### src/rtl/uart_boot_loader_if.sv
// Signal bundle between the boot loader, the uart and the instruction memory
// write port. The loader drives the master side; the environment drives the slave side.
interface uart_boot_loader_if #(
  parameter int ADDR_W = 10
);
  logic [7:0]        rx_data;
  logic              rx_ready;
  logic              tx_busy;
  logic [7:0]        tx_data;
  logic              send;
  logic              imem_we;
  logic [ADDR_W-1:0] imem_addr;
  logic [31:0]       imem_wdata;
  logic              cpu_hold;
  logic              done;
  logic              error;

  modport master (
    input  rx_data, rx_ready, tx_busy,
    output tx_data, send, imem_we, imem_addr, imem_wdata, cpu_hold, done, error
  );

  modport slave (
    output rx_data, rx_ready, tx_busy,
    input  tx_data, send, imem_we, imem_addr, imem_wdata, cpu_hold, done, error
  );
endinterface

### src/rtl/uart_boot_loader.sv
// UART boot loader: receives SYNC / LEN / payload / XOR-checksum frames,
// writes the payload words into instruction memory and releases the CPU
// once a checksum-valid image has been acknowledged.
module uart_boot_loader #(
  parameter int         ADDR_W      = 10,
  parameter int         TIMEOUT_CYC = 1000000,
  parameter logic [7:0] SYNC_BYTE   = 8'hA5,
  parameter logic [7:0] ACK_BYTE    = 8'h06,
  parameter logic [7:0] NAK_BYTE    = 8'h15
) (
  input logic                clk,
  input logic                clr,
  uart_boot_loader_if.master bus
);

  localparam int TMO_W = (TIMEOUT_CYC > 1) ? $clog2(TIMEOUT_CYC) : 1;

  typedef enum logic [2:0] {
    S_IDLE, S_LEN0, S_LEN1, S_DATA, S_CSUM, S_RESP, S_DONE
  } state_t;

  state_t            state_q;
  logic [15:0]       len_q;
  logic [ADDR_W-1:0] widx_q;
  logic [1:0]        bidx_q;
  logic [23:0]       word_q;
  logic [7:0]        csum_q;
  logic [TMO_W-1:0]  tmo_q;
  logic              ack_q;
  logic [7:0]        tx_data_q;
  logic              send_q;
  logic              we_q;
  logic [ADDR_W-1:0] addr_q;
  logic [31:0]       wdata_q;
  logic              hold_q;
  logic              done_q;
  logic              err_q;

  logic [15:0] len_d;
  logic [31:0] wdata_d;
  logic [7:0]  csum_d;
  logic        last_word;
  logic        in_frame;
  logic        tmo_hit;

  // Word count as it will be once LEN_H lands, and the word completed by the current byte
  assign len_d     = {bus.rx_data, len_q[7:0]};
  assign wdata_d   = {bus.rx_data, word_q};
  assign csum_d    = csum_q ^ bus.rx_data;
  assign last_word = (16'(widx_q) == (len_q - 16'd1));
  assign in_frame  = state_q inside {S_LEN0, S_LEN1, S_DATA, S_CSUM};
  // The inter-byte timer expires on the TIMEOUT_CYC-th consecutive idle cycle
  assign tmo_hit   = in_frame && !bus.rx_ready && (tmo_q == TMO_W'(TIMEOUT_CYC - 1));

  // Frame parser, memory writer and ACK/NAK responder with registered outputs
  always_ff @(posedge clk or negedge clr) begin
    if (!clr) begin
      state_q   <= S_IDLE;
      len_q     <= '0;
      widx_q    <= '0;
      bidx_q    <= '0;
      word_q    <= '0;
      csum_q    <= '0;
      tmo_q     <= '0;
      ack_q     <= 1'b0;
      tx_data_q <= '0;
      send_q    <= 1'b0;
      we_q      <= 1'b0;
      addr_q    <= '0;
      wdata_q   <= '0;
      hold_q    <= 1'b1;
      done_q    <= 1'b0;
      err_q     <= 1'b0;
    end else begin
      send_q <= 1'b0;
      we_q   <= 1'b0;

      if (in_frame) begin
        tmo_q <= bus.rx_ready ? '0 : tmo_q + TMO_W'(1);
      end else begin
        tmo_q <= '0;
      end

      if (tmo_hit) begin
        ack_q   <= 1'b0;
        state_q <= S_RESP;
      end else begin
        unique case (state_q)
          S_IDLE: begin
            if (bus.rx_ready && bus.rx_data == SYNC_BYTE) begin
              err_q   <= 1'b0;
              state_q <= S_LEN0;
            end
          end
          S_LEN0: begin
            if (bus.rx_ready) begin
              len_q[7:0] <= bus.rx_data;
              state_q    <= S_LEN1;
            end
          end
          S_LEN1: begin
            if (bus.rx_ready) begin
              len_q[15:8] <= bus.rx_data;
              widx_q      <= '0;
              bidx_q      <= '0;
              csum_q      <= '0;
              if (32'(len_d) > (32'd1 << ADDR_W)) begin
                ack_q   <= 1'b0;
                state_q <= S_RESP;
              end else if (len_d == 16'd0) begin
                state_q <= S_CSUM;
              end else begin
                state_q <= S_DATA;
              end
            end
          end
          S_DATA: begin
            if (bus.rx_ready) begin
              csum_q <= csum_d;
              bidx_q <= bidx_q + 2'd1;
              unique case (bidx_q)
                2'd0: word_q[7:0]   <= bus.rx_data;
                2'd1: word_q[15:8]  <= bus.rx_data;
                2'd2: word_q[23:16] <= bus.rx_data;
                default: begin
                  we_q    <= 1'b1;
                  addr_q  <= widx_q;
                  wdata_q <= wdata_d;
                  widx_q  <= widx_q + ADDR_W'(1);
                  if (last_word) begin
                    state_q <= S_CSUM;
                  end
                end
              endcase
            end
          end
          S_CSUM: begin
            if (bus.rx_ready) begin
              ack_q   <= (bus.rx_data == csum_q);
              state_q <= S_RESP;
            end
          end
          S_RESP: begin
            if (!bus.tx_busy) begin
              tx_data_q <= ack_q ? ACK_BYTE : NAK_BYTE;
              send_q    <= 1'b1;
              if (ack_q) begin
                state_q <= S_DONE;
              end else begin
                err_q   <= 1'b1;
                state_q <= S_IDLE;
              end
            end
          end
          S_DONE: begin
            hold_q <= 1'b0;
            done_q <= 1'b1;
          end
          default: state_q <= S_IDLE;
        endcase
      end
    end
  end

  assign bus.tx_data    = tx_data_q;
  assign bus.send       = send_q;
  assign bus.imem_we    = we_q;
  assign bus.imem_addr  = addr_q;
  assign bus.imem_wdata = wdata_q;
  assign bus.cpu_hold   = hold_q;
  assign bus.done       = done_q;
  assign bus.error      = err_q;

endmodule

### src/flat_wrapper.sv
// flat-port wrapper written by rule: the top's interface ports become plain ports
module uart_boot_loader_flat 
#(
  parameter int         ADDR_W      = 10,
  parameter int         TIMEOUT_CYC = 1000000,
  parameter logic [7:0] SYNC_BYTE   = 8'hA5,
  parameter logic [7:0] ACK_BYTE    = 8'h06,
  parameter logic [7:0] NAK_BYTE    = 8'h15
)
  (clk, clr, bus_rx_data, bus_rx_ready, bus_tx_busy, bus_tx_data, bus_send, bus_imem_we, bus_imem_addr, bus_imem_wdata, bus_cpu_hold, bus_done, bus_error);
  uart_boot_loader_if #(.ADDR_W(ADDR_W)) bus_i ();
  input logic clk;
  input logic clr;
  input wire logic [$bits(bus_i.rx_data)-1:0] bus_rx_data;
  input wire logic [$bits(bus_i.rx_ready)-1:0] bus_rx_ready;
  input wire logic [$bits(bus_i.tx_busy)-1:0] bus_tx_busy;
  output wire logic [$bits(bus_i.tx_data)-1:0] bus_tx_data;
  output wire logic [$bits(bus_i.send)-1:0] bus_send;
  output wire logic [$bits(bus_i.imem_we)-1:0] bus_imem_we;
  output wire logic [$bits(bus_i.imem_addr)-1:0] bus_imem_addr;
  output wire logic [$bits(bus_i.imem_wdata)-1:0] bus_imem_wdata;
  output wire logic [$bits(bus_i.cpu_hold)-1:0] bus_cpu_hold;
  output wire logic [$bits(bus_i.done)-1:0] bus_done;
  output wire logic [$bits(bus_i.error)-1:0] bus_error;
  assign bus_i.rx_data = bus_rx_data;
  assign bus_i.rx_ready = bus_rx_ready;
  assign bus_i.tx_busy = bus_tx_busy;
  assign bus_tx_data = bus_i.tx_data;
  assign bus_send = bus_i.send;
  assign bus_imem_we = bus_i.imem_we;
  assign bus_imem_addr = bus_i.imem_addr;
  assign bus_imem_wdata = bus_i.imem_wdata;
  assign bus_cpu_hold = bus_i.cpu_hold;
  assign bus_done = bus_i.done;
  assign bus_error = bus_i.error;
  uart_boot_loader #(.ADDR_W(ADDR_W), .TIMEOUT_CYC(TIMEOUT_CYC), .SYNC_BYTE(SYNC_BYTE), .ACK_BYTE(ACK_BYTE), .NAK_BYTE(NAK_BYTE)) u_core (.clk(clk), .clr(clr), .bus(bus_i));
endmodule
### config.mk
export PLATFORM = sky130hd
export DESIGN_NAME = uart_boot_loader_flat
export DESIGN_NICKNAME = d
export VERILOG_FILES = /design/src/rtl/uart_boot_loader_if.sv /design/src/rtl/uart_boot_loader.sv /design/src/flat_wrapper.sv
export SDC_FILE = /design/constraint.sdc
export NUM_CORES = 1
export LEC_CHECK = 0
export ABC_AREA = 1
export ABC_CLOCK_PERIOD_IN_PS = 2440
export CAP_MARGIN = 20
export CORE_UTILIZATION = 35
export CTS_CLUSTER_DIAMETER = 80
export DETAILED_ROUTE_END_ITERATION = 10
export SYNTH_ARGS = -nofsm -noshare
export SYNTH_HDL_FRONTEND = slang
export SYNTH_SLANG_ARGS = --single-unit
### constraint.sdc
create_clock -name clk -period 2.44 [get_ports clk]
set_clock_uncertainty 0.05 [all_clocks]
set_input_delay 0.244 -clock clk [delete_from_list [all_inputs] [get_ports clk]]
set_output_delay 0.244 -clock clk [all_outputs]
set_load 0.05 [all_outputs]
Word level (Yosys, flattened, before mapping):

Cells that the tools add are included.
Widths: inputs -> output; s select.

* word-level logic and storage cells: 123
* input port bits: 12
* output and inout bits: 55
* bits in registers: 139

* add/subtract/negate cells: 4
* eq/ne operators: 28
* muxes and demuxes: 42
* bitwise operators: 4
* reduce and logical (&&, ||, !) cells: 25
* order comparisons: 1

Operators by type and width (count)
* $mux 20: 2
* $mux 3: 12
* $mux 10: 3
* $reduce_and 4->1: 6
* $ne 3x2->1 const B: 7
* $pmux 3 s7: 1
* $add 20x1->20 const B: 1
* $eq 20x20->1 const B: 1
* $pmux 10 s2: 1
* $eq 10x16->1: 1
* $gt 16x11->1 const B: 1
* $logic_not 16->1: 1
* $mux 8: 2
* $pmux 8 s2: 1
* $sub 16x1->16 const B: 1
* $mux 1: 14
* $add 10x1->10 const B: 1
* $ne 2x2->1 const B: 5
* $reduce_and 5->1: 2
* $eq 3x3->1 const B: 3
* $reduce_and 3->1: 3
* $reduce_and 9->1: 1
* $eq 8x8->1: 1
* $eq 8x8->1 const B: 1
* 22 further kinds: 32

Longest topological paths before layout:

* depth in word-level cells: 7
* mapped depth: 17
* mapped depth without buffers: 17

Least setup slack after synthesis:

No wires, ideal clock.

* kind: flip-flop to flip-flop
* start: reg u_core.len_q[0]
* end: reg u_core.state_q[2]
* data required time: 2.265 ns
* stages on the path, launching flop included: 16
* clock period less this slack: 1.864 ns
* arrival: 1.689 ns
* slack: 0.576 ns
* cell sequence: dfrtp_1 -> inv_1 -> ha_1 -> nand3_1 -> nor2_1 -> nand2_1 -> nand2_1 -> nand2_1 -> inv_1 -> nand3_1 -> nor2_1 -> nand3_1 -> nand2_1 -> nand2_1 -> nand2_1 -> nand3_1

* longest elaborated chain between the ends: 6
* elaborated cells between the ends (all ways): 11
* classes of those cells: add/sub (1); order compare (1); eq/ne (2); mux (5); reduce/logical (2)

RTL lines
* start, declared: RTL line uart_boot_loader.sv:23 `logic [15:0] len_q;`
* start signal, assigned: RTL line uart_boot_loader.sv:97 `len_q[7:0] <= bus.rx_data;`
* parallel branches: the longest is 6 deep, another holds $sub 16x1->16
* end signal, assigned: RTL line uart_boot_loader.sv:86 `state_q <= S_RESP;`
* end signal, assigned: RTL line uart_boot_loader.sv:92 `state_q <= S_LEN0;`
* end signal, assigned: RTL line uart_boot_loader.sv:109 `state_q <= S_RESP;`
* end, declared: RTL line uart_boot_loader.sv:22 `state_t state_q;`

Several ways; the timed one is not identified. The select of a mux whose other input is x is not followed.
A chain may end at the register's enable or synchronous reset.

Final worst setup path:

* start: reg u_core.len_q[0]
* end: reg u_core.state_q[0]

Same word-level chain as after synthesis.

==> flow_summary_export.csv <==
group,metric,value,unit
yosys,postSynthAreaPerCell,8.51,um^2
yosys,synth_edf_count,0,
yosys,synth-simple-area-share,26.5,%
yosys,synth_largest_area_cell,"dfrtp_1",
yosys,netlist_top_cells_count,"nand2_1, dfrtp_1, o21ai_0",
grt,grt_pass1_wl,24.0,mm
yosys,synth.area.top_cells,"dfrtp_1, nand2_1, o21ai_0, inv_1, nor2_1",
clock_tree,cts_buffers,17,
power,power-per-cell-area,1180,mW/mm^2
final_layout,antenna_cells,0,
place,gp_congestion,0.853,
critical_path,worstSetupPathType,"reg2reg",
drt,drtPass1Iterations,5,
power,finalPower,9210,uW
drt,via_count,4895,
final_layout,final_cells,1052,
grt,grt_pass1_vias,4677,
power,peakVddDrop,506,uV
job,max-cap-violations,0,
floorplanning,dieArea,0.0186,mm^2
grt,track_usage,17.0,%
yosys,synth.top_cell.area_share,52.7,%
timing,rsz0062_at_grt,"no",
drt,viasPerCell,4.65,
timing,holdWs,283,ps
drt,dr.first_iter.drc_count,344,
clock_tree,clock_sinks,134,
yosys,synth_xor_area_share,3.82,%
drt,routedWlPerCell,13.5,um
critical_path,startpoint_type,"flop",
yosys,synth_seq_cells,134,
outcome,status,"finished, final reports clean",
place,placedCellCount,1019,
timing,maxSlewHeadroom,59.6,%
yosys,synth_seq_area_share,53.1,%
grt,grt_overflow_total,0,
floorplanning,coreArea,0.0175,mm^2
place,post-dp-hpwl,9.97,mm
yosys,synth_ff_type,"dfrtp_1",
place,place_area,0.00719,mm^2
yosys,syn_inst,742,
yosys,synth_cell_types,45,
clock_tree,clock_latency,420,ps
timing,drv_slew,0,
critical_path,crit_fanout,5,
floorplanning,die_y,136,um
clock_tree,ctsHtreeMaxLevel,4,
drt,drcViolationCount,0,
final_layout,areaGrowthSynthToFinish,23.5,%
critical_path,crit_arrival,2450,ps
timing,hold_violations,0,
drt,finalWirelength,14.2,mm
final_layout,design_area,0.00780,mm^2
final_layout,nNetsFinal,834,
yosys,yosys.area_share.adder,1.59,%
yosys,synth_most_common_cell,"nand2_1",
clock_tree,path_clk_slew,60,ps
drt,postRouteAntennaNets,0,
timing,setup-tns-final,0,ps
yosys,synth_compound_area_share,8.36,%
grt,grt_max_degree,53,
final_layout,layout-drive-gt1-share,8.46,%
final_layout,n_fill_cell,1726,
yosys,syn-cell-area,0.00631,mm^2
timing,setup_viol,0,
grt,antenna_found_initial,0,
yosys,async_flop_share,100,%
floorplanning,initial_utilization,36.1,%
floorplanning,rows,48,
timing,fin_crit,2210,ps
timing,tightestPinTransition,601,ps
clock_tree,root_buffer,"clkbuf_16",
clock_tree,cts_tree,"yes",
yosys,yosys_warnings,0,
floorplanning,ios,67,
yosys,yosys-mux-area-fraction,0,%
timing,max_freq,453,MHz
hold_path,hold_class,"in2async",
floorplanning,die_w,136,um
clock_tree,clockBufferDepth,2,
critical_path,end_kind,"flop",
power,leakage,0.00371,uW
critical_path,cp.required,2680,ps
timing,post-route-period-util,90.4,%
place,port_buffers,62,
yosys,synth_top_family_by_area,"simple AND/OR/NAND/NOR gates",
## through the flow
step                setup WS, ps  utilization, %
floorplan                    576               -
global placement             315            41.1
detailed placement           261            41.1
CTS                          247            44.6
global route                11.3            44.6
finish                       234            44.6
## worst paths after layout
path | startpoint | endpoint | slack (ps) | cells after the start
max | u_core.len_q[0]$_DFFE_PN0P_ | u_core.state_q[0]$_DFFE_PN0P_ | 230 | 15
min | clr | u_core.bus.imem_wdata[10]$_DFFE_PN0P_ | 280 | 2
max reg2reg | u_core.len_q[0]$_DFFE_PN0P_ | u_core.state_q[0]$_DFFE_PN0P_ | 230 | 15
min reg2reg | u_core.bus.cpu_hold$_DFFE_PN1P_ | u_core.bus.cpu_hold$_DFFE_PN1P_ | 390 | 2
max in group asynchronous | clr | u_core.bus.cpu_hold$_DFFE_PN1P_ | 1350 | 3
min in group clk | u_core.bus.cpu_hold$_DFFE_PN1P_ | u_core.bus.cpu_hold$_DFFE_PN1P_ | 390 | 2
## final cells by class
type                       count  area [um^2]  share of cell area (%)
inverter                      73          282                    3.61
tap                          225          282                    3.61
multi-input combinational    518         2560                    32.8
sequential                   134         3350                    43.0
clock inverter                12          143                    1.83
timing repair buffer          70          722                    9.26
clock buffer                  20          457                    5.86
## sequential cells by signal (all words and copies together) (netlist names)
| signal | count |
|---|---|
| u_core.bus.imem_wdata | 32 |
| u_core.len_q | 16 |
| u_core.bus.tx_data | 3 |
| u_core.csum_q | 8 |
| u_core.state_q | 3 |
| u_core.widx_q | 10 |
| u_core.bus.cpu_hold | 1 |
| u_core.tmo_q | 20 |
| u_core.ack_q | 1 |
| u_core.bus.imem_we | 1 |
| u_core.bus.done | 1 |
| u_core.word_q | 24 |
| u_core.bus.imem_addr | 10 |
| u_core.bidx_q | 2 |
| u_core.bus.send | 1 |
| u_core.bus.error | 1 |
## critical path, stage by stage (launching register included)
cell	delay, ps
dfrtp_1	390
inv_1	160
ha_1	210
nand3_1	170
nor2_1	210
nand2_1	70
nand2_1	60
nand2_1	50
inv_1	40
nand3_1	70
nor2_1	90
nand3_1	120
nand2_1	140
nand2_1	110
nand2_1	80
nand3_1	60
## report_power, final
group | internal (uW) | switching (uW) | total, uW
Combinational | 1130 | 2080 | 3210
Clock | 1580 | 997 | 2570
Sequential | 2900 | 538 | 3430
## cells by family (layout without fill, tap and decap cells)
group,after synthesis,after routing
compound gates,100,100
xor+xnor,26,26
flops,134,134
simple gates,380,380
buf+inv,93,175
other cells,1,4
fa+ha+maj,8,8
## routing by layer
layer | vias up | part of all wire, % | global-route usage [%]
li1 | 2502 | - | -
met1 | 2301 | 47 | 23.0
met2 | 78 | 49 | 26.5
met3 | 14 | 3.2 | 4.18
met4 | 0 | 0.91 | 5.43
met5 | - | 0 | 0
## layout by cell type, fill, tap and decap left out, types with 12 or more instances in the layout
cell             count
nor2_1              64
dfrtp_1            133
nand3_1             29
a21oi_1             13
xnor2_1             13
clkdlybuf4s50_1     61
clkbuf_16           17
nand2_1            230
nand4_1             12
xor2_1              12
nor3_1              16
inv_1               67
o21ai_0             71
## repair_timing
item                                    4_1_cts  5_1_grt
gates resized for setup                       0        1
buffers inserted                              0        0
hold buffers                                  1        0
hold endpoints to repair                     50        0
endpoints found under the setup margin        0        1
No activity file was read; power rests on OpenSTA's default activity.
